`src/rtl/config_frame_writer_if.sv`:
```
// Write-side handshake between a configuration word source and config_frame_writer.
// The source drives WriteData/WriteValid, and the writer answers with WriteReady.
interface config_frame_writer_if #(
    parameter int FrameBitsPerRow = 32
) ();
    logic [FrameBitsPerRow-1:0] WriteData;
    logic                       WriteValid;
    logic                       WriteReady;

    modport master (output WriteData, output WriteValid, input WriteReady);
    modport slave  (input WriteData, input WriteValid, output WriteReady);
endinterface

```
`src/rtl/config_frame_writer.sv`:
```
// Parses one header word and then a fixed number of row words per frame.
// It broadcasts the rows to the row registers and pulses a one-hot frame latch strobe.
//
// state  | meaning
// IDLE   | waiting for a header word; bad headers set the sticky error
// ROWS   | accepting data words for rows 1..NumberOfRows
// SETTLE | last row is being captured; input stalled
// STROBE | one-hot frame latch pulse; input stalled
module config_frame_writer #(
    parameter int FrameBitsPerRow = 32,
    parameter int RowSelectWidth  = 5,
    parameter int NumberOfRows    = 16,
    parameter int FramesPerCol    = 20,
    parameter int FrameIdxWidth   = 5
) (
    input  logic                       CLK,
    input  logic                       RESET,
    config_frame_writer_if.slave       wr,
    output logic [FrameBitsPerRow-1:0] FrameData_O,
    output logic [RowSelectWidth-1:0]  RowSelect_O,
    output logic [FramesPerCol-1:0]    FrameStrobe_O,
    output logic                       Busy_O,
    output logic                       Error_O,
    output logic [15:0]                FrameCount_O
);
    localparam logic [1:0] IDLE   = 2'd0;
    localparam logic [1:0] ROWS   = 2'd1;
    localparam logic [1:0] SETTLE = 2'd2;
    localparam logic [1:0] STROBE = 2'd3;

    localparam logic [RowSelectWidth-1:0] LAST_ROW = RowSelectWidth'(NumberOfRows);

    if (NumberOfRows >= 2**RowSelectWidth) begin : g_row_width_check
        $error("NumberOfRows does not fit in RowSelectWidth");
    end

    logic [1:0]                 state_q, state_d;
    logic [RowSelectWidth-1:0]  row_q, row_d;
    logic [FrameIdxWidth-1:0]   idx_q, idx_d;
    logic [FrameBitsPerRow-1:0] data_q, data_d;
    logic [RowSelectWidth-1:0]  sel_q, sel_d;
    logic [FramesPerCol-1:0]    strobe_q, strobe_d;
    logic                       err_q, err_d;
    logic [15:0]                count_q, count_d;

    logic                     accept;
    logic                     hdr_ok;
    logic [FrameIdxWidth-1:0] hdr_idx;

    assign wr.WriteReady = (state_q == IDLE) || (state_q == ROWS);
    assign accept        = wr.WriteValid && wr.WriteReady;
    assign hdr_idx       = wr.WriteData[FrameIdxWidth-1:0];
    assign hdr_ok        = (wr.WriteData[31:24] == 8'hFA) && (32'(hdr_idx) < FramesPerCol);

    always_comb begin
        state_d  = state_q;
        row_d    = row_q;
        idx_d    = idx_q;
        data_d   = data_q;
        sel_d    = '0;
        strobe_d = '0;
        err_d    = err_q;
        count_d  = count_q;
        unique case (state_q)
            IDLE: begin
                if (accept) begin
                    if (hdr_ok) begin
                        idx_d   = hdr_idx;
                        row_d   = RowSelectWidth'(1);
                        state_d = ROWS;
                    end else begin
                        err_d = 1'b1;
                    end
                end
            end
            ROWS: begin
                // Row select is registered with the word, so the row captures one edge later.
                if (accept) begin
                    data_d = wr.WriteData;
                    sel_d  = row_q;
                    if (row_q == LAST_ROW) begin
                        row_d   = '0;
                        state_d = SETTLE;
                    end else begin
                        row_d = row_q + RowSelectWidth'(1);
                    end
                end
            end
            SETTLE: begin
                strobe_d = FramesPerCol'(1) << idx_q;
                state_d  = STROBE;
            end
            STROBE: begin
                count_d = count_q + 16'd1;
                state_d = IDLE;
            end
            default: state_d = IDLE;
        endcase
    end

    always_ff @(posedge CLK or posedge RESET) begin
        if (RESET) begin
            state_q  <= IDLE;
            row_q    <= '0;
            idx_q    <= '0;
            data_q   <= '0;
            sel_q    <= '0;
            strobe_q <= '0;
            err_q    <= 1'b0;
            count_q  <= '0;
        end else begin
            state_q  <= state_d;
            row_q    <= row_d;
            idx_q    <= idx_d;
            data_q   <= data_d;
            sel_q    <= sel_d;
            strobe_q <= strobe_d;
            err_q    <= err_d;
            count_q  <= count_d;
        end
    end

    assign FrameData_O   = data_q;
    assign RowSelect_O   = sel_q;
    assign FrameStrobe_O = strobe_q;
    assign Busy_O        = (state_q != IDLE);
    assign Error_O       = err_q;
    assign FrameCount_O  = count_q;
endmodule

```
`src/flat_wrapper.sv`:
```
// flat-port wrapper written by rule: the top's interface ports become plain ports
module config_frame_writer_flat 
#(
    parameter int FrameBitsPerRow = 32,
    parameter int RowSelectWidth  = 5,
    parameter int NumberOfRows    = 16,
    parameter int FramesPerCol    = 20,
    parameter int FrameIdxWidth   = 5
)
  (CLK, RESET, FrameData_O, RowSelect_O, FrameStrobe_O, Busy_O, Error_O, FrameCount_O, wr_WriteData, wr_WriteValid, wr_WriteReady);
  config_frame_writer_if #(.FrameBitsPerRow(FrameBitsPerRow)) wr_i ();
  input  logic CLK;
  input  logic RESET;
  output logic [FrameBitsPerRow-1:0] FrameData_O;
  output logic [RowSelectWidth-1:0] RowSelect_O;
  output logic [FramesPerCol-1:0] FrameStrobe_O;
  output logic Busy_O;
  output logic Error_O;
  output logic [15:0] FrameCount_O;
  input wire logic [$bits(wr_i.WriteData)-1:0] wr_WriteData;
  input wire logic [$bits(wr_i.WriteValid)-1:0] wr_WriteValid;
  output wire logic [$bits(wr_i.WriteReady)-1:0] wr_WriteReady;
  assign wr_i.WriteData = wr_WriteData;
  assign wr_i.WriteValid = wr_WriteValid;
  assign wr_WriteReady = wr_i.WriteReady;
  config_frame_writer #(.FrameBitsPerRow(FrameBitsPerRow), .RowSelectWidth(RowSelectWidth), .NumberOfRows(NumberOfRows), .FramesPerCol(FramesPerCol), .FrameIdxWidth(FrameIdxWidth)) u_core (.CLK(CLK), .RESET(RESET), .wr(wr_i), .FrameData_O(FrameData_O), .RowSelect_O(RowSelect_O), .FrameStrobe_O(FrameStrobe_O), .Busy_O(Busy_O), .Error_O(Error_O), .FrameCount_O(FrameCount_O));
endmodule
```
`config.mk`:
```
export PLATFORM = sky130hd
export DESIGN_NAME = config_frame_writer_flat
export DESIGN_NICKNAME = d
export VERILOG_FILES = /design/src/rtl/config_frame_writer_if.sv /design/src/rtl/config_frame_writer.sv /design/src/flat_wrapper.sv
export SDC_FILE = /design/constraint.sdc
export NUM_CORES = 1
export LEC_CHECK = 0
export BUFFER_PORTS_ARGS = -buffer_cell sky130_fd_sc_hd__buf_4
export CAP_MARGIN = 30
export CORE_MARGIN = 2
export CORE_UTILIZATION = 50
export CTS_BUF_LIST = sky130_fd_sc_hd__clkbuf_2
export DETAILED_ROUTE_END_ITERATION = 8
export GPL_TIMING_DRIVEN = 0
export MAX_ROUTING_LAYER = met4
export PLACE_DENSITY = 0.79
export SYNTH_ARGS = -nofsm -noshare
export SYNTH_HDL_FRONTEND = slang
export SYNTH_SLANG_ARGS = --single-unit
```
`constraint.sdc`:
```
create_clock -name CLK -period 3.85 [get_ports CLK]
set_clock_uncertainty 0.1 [all_clocks]
set_input_delay 0 -clock CLK [delete_from_list [all_inputs] [get_ports CLK]]
set_output_delay 0 -clock CLK [all_outputs]
set_load 0.02 [all_outputs]
```
==> impl_metrics.json <==
{
  "cp_max_fo": 7,
  "worstSetupEndpointType": "flop",
  "routedWlPerCell_um": 15.62,
  "core_area_um2": 6719,
  "drc": 0,
  "htreeDepth": 3,
  "nets": 465,
  "outcome": "completed",
  "finalWorstSetupSlack_ps": 1438,
  "synth-edff-count": 0,
  "ant_nets": 0,
  "grt_max_degree": 74,
  "path_cells": "inv_1 -> ha_1 -> and2_4 -> nand4_1 -> mux2_2 -> dlygate4sd3_1",
  "firstDrtPassIters": 4,
  "cts_buffers": 9,
  "worst_pin_slew_ps": 371.4,
  "cts_resized": 0,
  "insertedDiodeCount": 0,
  "powerDensity_nw_per_um2": 630.2,
  "num_rows": 30,
  "place_ws_ps": 1841,
  "maxSlewViolCount": 0,
  "syn_inst": 259,
  "cts_setup_buffers": 0,
  "io_buffers": 110,
  "gr-total-overflow": 0,
  "max_freq_ghz": 0.4146,
  "synth_top_cell_area_share_pct": 63.03,
  "cp_top_family": "buffers and inverters",
  "drt_iter0_markers": 160,
  "synth_area_um2": 3415,
  "syn2layout_area_growth_pct": 42.84,
  "setup_viol": 0,
  "fin_crit_ps": 2412,
  "dp_hpwl_um": 4993,
  "yosysMostFrequentCell": "dfrtp_1",
  "yosysWarningCount": 0,
  "synth_top_area_cell": "dfrtp_1",
  "start_util_pct": 50.82,
  "ys.flop_type": "dfrtp_1",
  "synth.distinct_cells": 36,
  "slew_headroom_pct": 74.90,
  "design_area_um2": 4877,
  "yosys-top-cells-count": "dfrtp_1 (86), mux2_2 (39), nor2_1 (27)",
  "placed_area_um2": 4370,
  "final_core_util_pct": 72.59,
  "chipWidth_um": 86.64,
  "clk_latency_ps": 520,
  "synth_area_leaders": "dfrtp_1 (63%), mux2_2 (13%), nor2_1 (3.0%)",
  "grt_pass1_wl_um": 12540,
  "root_buffer": "clkbuf_2",
  "clock_path_buffers": 2,
  "cp.arrival_ps": 2730,
  "grt_pass1_vias": 2563,
  "fill_cells": 443,
  "die_area_um2": 7506,
  "clk_pin_slew_ps": 240,
  "grtUsageTotal_pct": 22.59,
  "hold_violations": 0,
  "hold_class": "input port to flop",
  "cts_sinks": 86,
  "crit_required_ps": 4170,
  "worst_setup_path_start_kind": "flop",
  "via_count": 2549,
  "synth_area_per_cell_um2": 13.18,
  "async_flop_share_pct": 100.0,
  "via_per_inst": 5.018,
  "p_total_uw": 3074,
  "synth-seq-area-share_pct": 63.03,
  "die_h_um": 86.64,
  "grt_antenna_before_repair": 0,
  "rsz0062_at_grt": "no",
  "critPathMaxStageDelay_ps": 550,
  "path_buf_inv": 2,
  "p_leak_uw": 0.002390,
  "totalWireLength_um": 7937,
  "drive_gt1_share_pct": 40.65,
  "crit_slowest_cell": "dlygate4sd3_1",
  "place_congestion": 0.7694,
  "drv_cap": 0,
  "period_share_pct": 62.65,
  "cts_tree": "done",
  "tns_ps": 0,
  "ctsHoldBuffers": 42,
  "ioPinCount": 111,
  "crit_type": "flop to flop",
  "ir_drop_v": 0.0002961,
  "synth_nets": 301,
  "ys_ff_latch": 86
}
-- routing by layer --
layer | track usage, % | vias up | wire, µm | share of wire (%)
met5 | - | - | 0 | 0
met3 | 3.143 | 13 | 247 | 3.1
met2 | 37.27 | 67 | 4214 | 53
met4 | 10.80 | 0 | 174 | 2.2
met1 | 27.47 | 1249 | 3301 | 42
li1 | - | 1220 | - | -
-- placed cells by master (no fill, tap or decap), types with 2 or more instances in the layout --
cell           instances
a21oi_1                2
and3_1                 2
buf_2                  4
buf_4                110
clkbuf_1               2
clkbuf_2               9
clkinv_1               3
clkinv_4               2
dfrtp_1               86
dlygate4sd3_1         42
ha_1                   7
inv_1                 10
mux2_2                39
nand2_1               14
nand2b_1               3
nand3_1               11
nand3b_1               2
nand4_1                8
nor2_1                27
nor3_1                 6
o21ai_0                2
xnor2_1               11
xor2_1                 4
-- worst reg2reg max path: stages (launching register included) --
cell           delay (ps)
dfrtp_1               460
inv_1                 100
ha_1                  300
and2_4                220
nand4_1               250
mux2_2                350
dlygate4sd3_1         550
-- state kept, by name, indices dropped and copies added, names as in the netlist --
name / cells
u_core.Error_O: 1
u_core.FrameCount_O: 16
u_core.FrameData_O: 32
u_core.FrameStrobe_O: 20
u_core.RowSelect_O: 5
u_core.idx_q: 5
u_core.row_q: 5
u_core.state_q: 2
-- path summary, 6_finish.rpt --
kind	cells past startpoint	slack, ps	startpoint	to
worst max-delay path	6	1440	u_core.state_q[0]$_DFFE_PP0P_	u_core.idx_q[0]$_DFFE_PP0P_
worst min-delay path	3	120	wr_WriteData[15]	u_core.FrameData_O[15]$_DFFE_PP0P_
worst max register to register	6	1440	u_core.state_q[0]$_DFFE_PP0P_	u_core.idx_q[0]$_DFFE_PP0P_
worst min register to register	1	400	u_core.FrameCount_O[15]$_DFFE_PP0N_	u_core.FrameCount_O[15]$_DFFE_PP0N_
max in group asynchronous	5	2590	RESET	u_core.RowSelect_O[1]$_DFF_PP0_
min in group asynchronous	4	420	RESET	u_core.FrameData_O[15]$_DFFE_PP0P_
-- final cells by class --
| class | instances | area (µm²) | share of cell area, % |
|---|---|---|---|
| clock inverter | 7 | 41.29 | 0.8466 |
| clock buffer | 9 | 45.04 | 0.9236 |
| sequential | 86 | 2152 | 44.13 |
| buffer | 6 | 27.53 | 0.5644 |
| inverter | 11 | 43.79 | 0.8979 |
| tap | 80 | 100.1 | 2.052 |
| timing repair buffer | 153 | 1274 | 26.12 |
| multi-input combinational | 156 | 1194 | 24.47 |
-- metrics by stage --
| step | hold slack (ps) | instances |
|---|---|---|
| floorplan | 50.55 | 259 |
| global route | 94.42 | 508 |
| CTS | 102.5 | 508 |
| detailed placement | -158.3 | 450 |
| finish | 120.3 | 508 |
| global placement | 132.3 | 449 |
-- where the power goes --
part / switching, µW / leakage, µW / internal [µW]
Clock: 295 / 0.0000544 / 79.8
Combinational: 698 / 0.00123 / 674
Sequential: 177 / 0.00110 / 1150
-- kinds of logic after synthesis --
logic type,after synthesis,synth area share [%]
buffers and inverters,17,2.016
flip-flops,86,63.03
XOR/XNOR,15,3.847
adder cells (fa/ha/maj),7,2.565
AND/OR/NAND/NOR,81,11.91
multiplexers,40,13.15
AO/OA/AOI/OAI,13,3.482
Note: power is estimated with default switching activity, not from simulation.
